**config.mk**
```make
export PLATFORM = sky130hd
export DESIGN_NAME = data_mem_responder
export DESIGN_NICKNAME = d
export VERILOG_FILES = /design/src/rtl/data_mem_responder_pkg.sv /design/src/rtl/data_mem_responder_word_ram.sv /design/src/rtl/data_mem_responder.sv
export SDC_FILE = /design/constraint.sdc
export NUM_CORES = 2
export LEC_CHECK = 0
export ABC_AREA = 0
export BUFFER_PORTS_ARGS = -buffer_cell sky130_fd_sc_hd__buf_4
export CAP_MARGIN = 25
export CORE_MARGIN = 2
export CORE_UTILIZATION = 30
export DETAILED_ROUTE_END_ITERATION = 10
export PLACE_DENSITY = 0.5
export RECOVER_POWER = 100
export SLEW_MARGIN = 25
export SYNTH_ARGS = -nofsm -noshare
export SYNTH_HDL_FRONTEND = slang
export SYNTH_SLANG_ARGS = --single-unit
```
**constraint.sdc**
```tcl
create_clock -name CLK -period 4.4 [get_ports CLK]
set_input_delay 1.32 -clock CLK [delete_from_list [all_inputs] [get_ports CLK]]
set_output_delay 1.32 -clock CLK [all_outputs]
set_load 0.02 [all_outputs]
```
**src/rtl/data_mem_responder_pkg.sv**
```systemverilog
// Shared constants for the data-memory responder: FSM state encodings and
// request-direction values carried on ReqWrite.
package data_mem_responder_pkg;

    typedef enum logic [1:0] {
        ST_IDLE = 2'd0,
        ST_WAIT = 2'd1,
        ST_RESP = 2'd2
    } resp_state_t;

    localparam logic REQ_READ  = 1'b0;
    localparam logic REQ_WRITE = 1'b1;

    localparam int WAIT_CNT_W = 4;

    function automatic logic isWordAligned(input logic [31:0] addr);
        return addr[1:0] == 2'b00;
    endfunction

endpackage

```
**src/rtl/data_mem_responder_word_ram.sv**
```systemverilog
// DEPTH_WORDS x 32 word store with synchronous write, registered read,
// reset-to-zero contents and a byte-address range check.
module data_mem_responder_word_ram
    import data_mem_responder_pkg::*;
#(
    parameter int DEPTH_WORDS = 64
) (
    input  logic        CLK,
    input  logic        Reset,
    input  logic        wrEn,
    input  logic        rdEn,
    input  logic        rdZero,
    input  logic [31:0] addr,
    input  logic [31:0] wData,
    output logic        addrOk,
    output logic [31:0] rData
);

    localparam int IDX_W = (DEPTH_WORDS > 1) ? $clog2(DEPTH_WORDS) : 1;

    logic [31:0]      memWords [DEPTH_WORDS];
    logic [IDX_W-1:0] wordIdx;

    assign addrOk  = addr < 32'(DEPTH_WORDS * 4);
    assign wordIdx = addr[IDX_W+1:2];

    // Each word is its own register so the whole array can clear in one reset edge.
    generate
        for (genvar gi = 0; gi < DEPTH_WORDS; gi++) begin : g_word
            always_ff @(posedge CLK) begin
                if (Reset) begin
                    memWords[gi] <= '0;
                end else if (wrEn && addrOk && (wordIdx == IDX_W'(gi))) begin
                    memWords[gi] <= wData;
                end
            end
        end
    endgenerate

    always_ff @(posedge CLK) begin
        if (Reset) begin
            rData <= '0;
        end else if (rdEn) begin
            rData <= (rdZero || !addrOk) ? 32'd0 : memWords[wordIdx];
        end
    end

endmodule

```
**src/rtl/data_mem_responder.sv**
```systemverilog
// Valid/ready data-memory responder: captures one request, waits a fixed
// number of cycles, then holds the response until the initiator takes it.
module data_mem_responder
    import data_mem_responder_pkg::*;
#(
    parameter int DEPTH_WORDS = 64,
    parameter int WAIT_CYCLES = 2
) (
    input  logic        CLK,
    input  logic        Reset,
    input  logic        ReqValid,
    output logic        ReqReady,
    input  logic        ReqWrite,
    input  logic [31:0] ReqAddr,
    input  logic [31:0] ReqWData,
    output logic        RespValid,
    input  logic        RespReady,
    output logic [31:0] RespRData,
    output logic        RespErr
);

    resp_state_t           stateReg, stateNext;
    logic [WAIT_CNT_W-1:0] countReg, countNext;
    logic                  writeReg;
    logic [31:0]           addrReg;
    logic [31:0]           wdataReg;
    logic                  errReg;

    logic accept;
    logic serve;
    logic addrOk;
    logic reqErr;

    assign reqErr = !isWordAligned(addrReg) || !addrOk;

    always_ff @(posedge CLK) begin
        if (Reset) begin
            stateReg <= ST_IDLE;
            countReg <= '0;
            writeReg <= REQ_READ;
            addrReg  <= '0;
            wdataReg <= '0;
            errReg   <= 1'b0;
        end else begin
            stateReg <= stateNext;
            countReg <= countNext;
            if (accept) begin
                writeReg <= ReqWrite;
                addrReg  <= ReqAddr;
                wdataReg <= ReqWData;
            end
            if (serve) begin
                errReg <= reqErr;
            end
        end
    end

    // The accept edge itself spends one cycle in WAIT, so the response
    // appears WAIT_CYCLES+1 edges after acceptance (one edge when zero).
    always_comb begin
        stateNext = stateReg;
        countNext = countReg;
        ReqReady  = 1'b0;
        RespValid = 1'b0;
        accept    = 1'b0;
        serve     = 1'b0;
        case (stateReg)
            ST_IDLE: begin
                ReqReady = 1'b1;
                if (ReqValid) begin
                    accept    = 1'b1;
                    stateNext = ST_WAIT;
                    countNext = WAIT_CNT_W'(WAIT_CYCLES);
                end
            end
            ST_WAIT: begin
                if (countReg == '0) begin
                    serve     = 1'b1;
                    stateNext = ST_RESP;
                end else begin
                    countNext = countReg - 1'b1;
                end
            end
            ST_RESP: begin
                RespValid = 1'b1;
                if (RespReady) begin
                    stateNext = ST_IDLE;
                end
            end
            default: begin
                stateNext = ST_IDLE;
            end
        endcase
    end

    data_mem_responder_word_ram #(
        .DEPTH_WORDS(DEPTH_WORDS)
    ) u_word_ram (
        .CLK   (CLK),
        .Reset (Reset),
        .wrEn  (serve && (writeReg == REQ_WRITE) && !reqErr),
        .rdEn  (serve),
        .rdZero((writeReg == REQ_WRITE) || reqErr),
        .addr  (addrReg),
        .wData (wdataReg),
        .addrOk(addrOk),
        .rData (RespRData)
    );

    assign RespErr = errReg;

endmodule
```
**Yosys cells after proc, flatten, opt, wreduce, memory -nomap -nowiden**

Memories as Yosys holds them, arrays and structs flattened. A register that Yosys moved wholly into a read port is not among the register bits.
Cells that the tools add are included.

- Add/subtract/negate cells: 1
- $lt $le $gt $ge: 1
- Eq/ne operators: 69
- Multiplexer cells: 274
- Bitwise logic cells: 64
- Reductions and logical operators: 80

Operators by type and width:

| cell | number |
|---|---|
| 32-bit 2-to-1 mux | 65 |
| 1-bit 2-to-1 mux | 200 |
| 6-bit equality test (second input constant) | 32 |
| 6-bit by 5-bit equality test with 1-bit output (second input constant) | 16 |
| 1-bit logical AND | 67 |
| 1-bit OR | 64 |
| 6-bit by 4-bit equality test with 1-bit output (second input constant) | 8 |
| 32-bit by 9-bit < comparator with 1-bit output (second input constant) | 1 |
| 6-bit by 3-bit equality test with 1-bit output (second input constant) | 4 |
| 6-bit by 2-bit equality test with 1-bit output (second input constant) | 2 |
| 6-bit 2-to-1 mux | 2 |
| 4-bit 2-to-1 mux | 2 |
| 2-bit inequality test (second input constant) | 4 |
| 4-bit one-hot mux with 2 select lines | 1 |
| 6-bit by 1-bit equality test with 1-bit output (second input constant) | 1 |
| 6-bit zero test | 1 |
| 2-bit 2-to-1 mux | 3 |
| 2-bit one-hot mux with 3 select lines | 1 |
| 3-bit AND reduction | 2 |
| 2-bit zero test | 2 |
| 4-bit zero test | 1 |
| 4-bit by 1-bit subtractor with 4-bit output (second input constant) | 1 |
| 1-bit zero test | 3 |
| 1-bit logical OR | 3 |
| 3 further kinds | 3 |

- Register bits after elaboration: 104
- Bits in writable memories: 2048
- Input bits: 69
- Output and inout port bits: 35
- Logic and storage cells: 497
- Memories kept: 1

Memory list:

| name | words | bits a word | read ports | clocked after memory_dff | wr ports | RTL line | RTL |
|---|---|---|---|---|---|---|---|
| u_word_ram.memWords | 64 | 32 | 1 | 1 | 64 | data_mem_responder_word_ram.sv:21 | `logic [31:0] memWords [DEPTH_WORDS];` |

**Logic depth before layout (Yosys ltp)**

- Depth in word-level cells: 11
- Depth in mapped cells: 12
- Depth with buffers taken out: 8

**Cells and area by module**

From an unflattened synthesis, not the netlist that was laid out.

- Cell total of the unflattened synthesis: 6442
- Area total of the unflattened synthesis: 97315.8 um^2

By module, submodules not included:

| module | times used | cells each | area an instance (um^2) | sequential area each (um^2) |
|---|---|---|---|---|
| data_mem_responder_word_ram | 1 | 6112 | 94663.3 | 62139.6 |
| data_mem_responder | 1 | 330 | 2652.5 | 1441.4 |

**Worst setup path after synthesis**

OpenSTA, ideal clock, no wires.

- Kind: register to register
- From: register countReg[0]
- To: memory u_word_ram.memWords[9][0] (enable)
- Setup time: 0.470 ns
- Arrival time: 4.262 ns
- Data required time: 3.930 ns
- Slack: -0.332 ns
- Stages on the path, launching flop included: 10
- Buffers on the path: 2
- Period minus slack after synthesis: 4.732 ns
- Path through: dfxtp_1 > inv_1 > ha_1 > nor3b_2 > nand2_4 > nor3_4 > buf_4 > nand3_1 > clkbuf_1 > o31ai_1

RTL lines:

| item | RTL line | RTL |
|---|---|---|
| start, declared | data_mem_responder.sv:23 | `logic [WAIT_CNT_W-1:0] countReg, countNext;` |
| start signal, assigned | data_mem_responder.sv:46 | `countReg <= countNext;` |
| end, declared | data_mem_responder_word_ram.sv:21 |  |

==> impl_metrics.env <==
export IMPL_status="complete, but fails checks"
export IMPL_violations="max-capacitance violations, max-slew violations"
export IMPL_routedWlPerCell_microns=33.18
export IMPL_post_cts_resized=0
export IMPL_crit_path_start_kind="register"
export IMPL_ff2ff_setup_slack_ns=0.04
export IMPL_die_y_microns=557.8
export IMPL_rows=203
export IMPL_drtPass1Iterations=6
export IMPL_criticalPathCategory="register to register"
export IMPL_fin_total_pwr_mw=46.52
export IMPL_hold_violations=0
export IMPL_post_cts_buffers=0
export IMPL_routabilityCongestion=0.9189
export IMPL_synthFlopType="edfxtp_1"
export IMPL_synth_cell_types=71
export IMPL_crit_required_ns=5.21
export IMPL_numClockSinks=2158
export IMPL_avgSynthCellArea_sq_um=14.30
export IMPL_drv_slew=134
export IMPL_yosys_cell_count_top_type="nor2_1"
export IMPL_cp_arrival_ns=5.17
export IMPL_path_buf_inv=1
export IMPL_drt_iter0_drc=8661
export IMPL_clkLatencyLatePin_ns=0.91
export IMPL_clk_pin_slew_worst_paths_ns=0.06
export IMPL_grt_max_degree=68
export IMPL_synthCells=6435
export IMPL_area_growth_pct=15.24
export IMPL_fmax_ghz=0.2293
export IMPL_final_cells=10890
export IMPL_crit_fanout=46
export IMPL_io_buffers=103
export IMPL_antenna_found_initial=33
export IMPL_dpl_cell_count=10450
export IMPL_yosys_area_share_simple_pct=11.11
export IMPL_slew_headroom_pct=-62.90
export IMPL_holdCritPathClass="register to register"
export IMPL_p_leak_nw=33.34
export IMPL_drt_wl_total_microns=361300
export IMPL_critPathTopFamily="compound AO/OA/AOI/OAI gates"
export IMPL_htreeDepth=4
export IMPL_setup_viol_count_final=0
export IMPL_rsz0062_at_grt="false"
export IMPL_ios=104
export IMPL_yosys_area_top_type="edfxtp_1"
export IMPL_synth_edff_count=2048
export IMPL_synthTopCellsByCount="2093 x nor2_1, 2048 x edfxtp_1, 478 x mux4_2"
export IMPL_tightest_slew_ns=2.442
export IMPL_slowest_delay_ns=0.91
export IMPL_ys_seq_area_share_pct=69.24
export IMPL_synth_xor_area_share_pct=0.01904
export IMPL_period_share_pct=99.13
export IMPL_cts_tree="done"
export IMPL_synth_top_area_share_pct=66.85
export IMPL_start_util_pct=30.11
export IMPL_maxCapViolations=3
export IMPL_fin_nets=6644
export IMPL_worstPathCellList="clkbuf_4 > mux4_2 > nor2b_1 > a2111oi_0 > a41oi_1 > nand4_1 > o21ai_0"
export IMPL_grt_ovfl_total=0
export IMPL_detail_route_antenna_nets=0
export IMPL_skew_ns=0.04880
export IMPL_synth_top_family_by_area="multiplexers"
export IMPL_post_drt_via_cell_ratio=5.502
export IMPL_postCtsHoldBufs=0
export IMPL_synth_seq_cells=2158
export IMPL_syn_area_sq_um=92000
export IMPL_core_area_sq_um=305600
export IMPL_cts_buffers=223
export IMPL_crit_path_end_kind="register"
export IMPL_synth_fa_ha_area_share_pct=0.02720
export IMPL_syn_nets=6506
export IMPL_dieArea_sq_um=311100
export IMPL_muxShareOfSynthArea_pct=13.44
export IMPL_synth_compound_area_share_pct=3.106
export IMPL_drive_gt1_share_pct=19.74
export IMPL_root_buffer="clkbuf_16"
export IMPL_grt_pass1_vias=58220
export IMPL_ys_async_sr_fraction_pct=0
export IMPL_finalCriticalPeriod_ns=4.362
export IMPL_fp_dieW_microns=557.8
export IMPL_vias=59900
export IMPL_drc_errors=0
export IMPL_vdd_drop_max_mv=0.4505
export IMPL_cpMaxStageDelayCell="clkbuf_4"
export IMPL_grt_pass1_wl_microns=492200
export IMPL_grt_usage_pct=22.92
export IMPL_yosysWarnings=0
export IMPL_ys_top_cells_by_area="edfxtp_1 67%, mux4_2 12%, nor2_1 8.5%"
export IMPL_p_per_area_nw_per_um2=438.8
export IMPL_post_dp_hpwl_microns=222200
export IMPL_clockBufferDepth=3
## worst paths after layout
path | startpoint | endpoint | cells past startpoint
setup / recovery | register | u_word_ram.rData[11] | 7
hold / removal | addrReg[24] | addrReg[24] | 2
setup reg to reg | register | u_word_ram.rData[11] | 7
hold reg to reg | addrReg[24] | addrReg[24] | 2
## cell type report
cell class | instances | area, sq um
antenna | 20 | 50.05
timing repair buffer | 498 | 3740
fill | 29430 | 199500
tap | 4100 | 5130
clock buffer | 294 | 5978
sequential | 2158 | 63720
clock inverter | 125 | 1202
inverter | 6 | 28.78
multi-input combinational | 3686 | 26170
## kinds of logic after synthesis
group,after synthesis
adder cells (fa/ha/maj),2
XOR/XNOR,2
buffers and inverters,591
AND/OR/NAND/NOR,2619
multiplexers,622
AO/OA/AOI/OAI,441
flip-flops,2158
## per-stage QoR
step           TNS, ns  instance area (sq um)  hold WS [ns]  utilization (%)  setup WS, ns
2_1_floorplan   -56.02                  92080        0.4360                -       -0.2195
3_3_place_gp         0                  99770        0.4449            32.65        0.2830
3_5_place_dp         0                  99780        0.4465            32.65        0.3467
4_1_cts              0                 107000        0.4548            35.00        0.3559
5_1_grt              0                 106000        0.4745            34.68       0.08371
6_report             0                 106000        0.4546            34.70       0.03844
## per-layer routing
metal	routed length, microns	part of all wire [%]	up-vias	track usage [%]
met5	288	0.080	-	0.4014
met4	19590	5.4	18	11.04
met3	38280	11	713	5.417
met2	161600	45	3644	34.84
met1	141500	39	31580	30.78
li1	-	-	23940	-
## worst min-delay path: stages (launching register included)
cell     delay (ns)
dfxtp_1        0.31
nand2_1        0.05
a21oi_1        0.05
## power breakdown
part | internal [mW] | total [mW] | switching, mW | leakage, nW
Clock | 10.6 | 18.9 | 8.37 | 3.50
Combinational | 1.33 | 4.12 | 2.80 | 7.79
Sequential | 23.1 | 23.5 | 0.368 | 22.0
## flip-flops by register name (all words and copies together) (netlist names), named ones only
register	flops
u_word_ram.memWords	2048
addrReg	32
u_word_ram.rData	32
wdataReg	32
countReg	4
stateReg	2
RespErr	1
writeReg	1
## cell usage in the layout, fill, tap and decap left out, types with 8 or more instances in the layout
| cell | Yosys | routed |
|---|---|---|
| edfxtp_1 | 2048 | 2048 |
| and2_1 | 11 | 9 |
| o21ai_4 | 0 | 27 |
| nand2_1 | 354 | 352 |
| o31ai_4 | 0 | 14 |
| buf_4 | 41 | 283 |
| mux4_2 | 478 | 478 |
| o22ai_1 | 64 | 64 |
| diode_2 | 0 | 20 |
| clkbuf_2 | 0 | 78 |
| clkinv_2 | 0 | 41 |
| clkbuf_1 | 366 | 107 |
| o21ai_0 | 78 | 48 |
| nand2b_1 | 10 | 8 |
| nand3_4 | 0 | 12 |
| dfxtp_2 | 0 | 9 |
| nand3_1 | 55 | 43 |
| clkinv_1 | 1 | 51 |
| clkbuf_4 | 0 | 36 |
| nor3_1 | 14 | 13 |
| nor4_1 | 15 | 14 |
| a31oi_1 | 12 | 12 |
| dfxtp_1 | 110 | 98 |
| nand4_1 | 16 | 16 |
| mux2i_1 | 129 | 129 |
| a221oi_1 | 11 | 11 |
| nor2_1 | 2093 | 2090 |
| bufinv_16 | 0 | 17 |
| buf_2 | 134 | 15 |
| clkbuf_16 | 0 | 224 |
| a22oi_1 | 81 | 81 |
| buf_12 | 3 | 31 |
| a21oi_1 | 105 | 104 |
| mux4_1 | 9 | 9 |
| a211oi_1 | 9 | 9 |
| clkbuf_8 | 0 | 11 |
| nor2b_1 | 26 | 24 |
(Power assumes the default switching activity.)
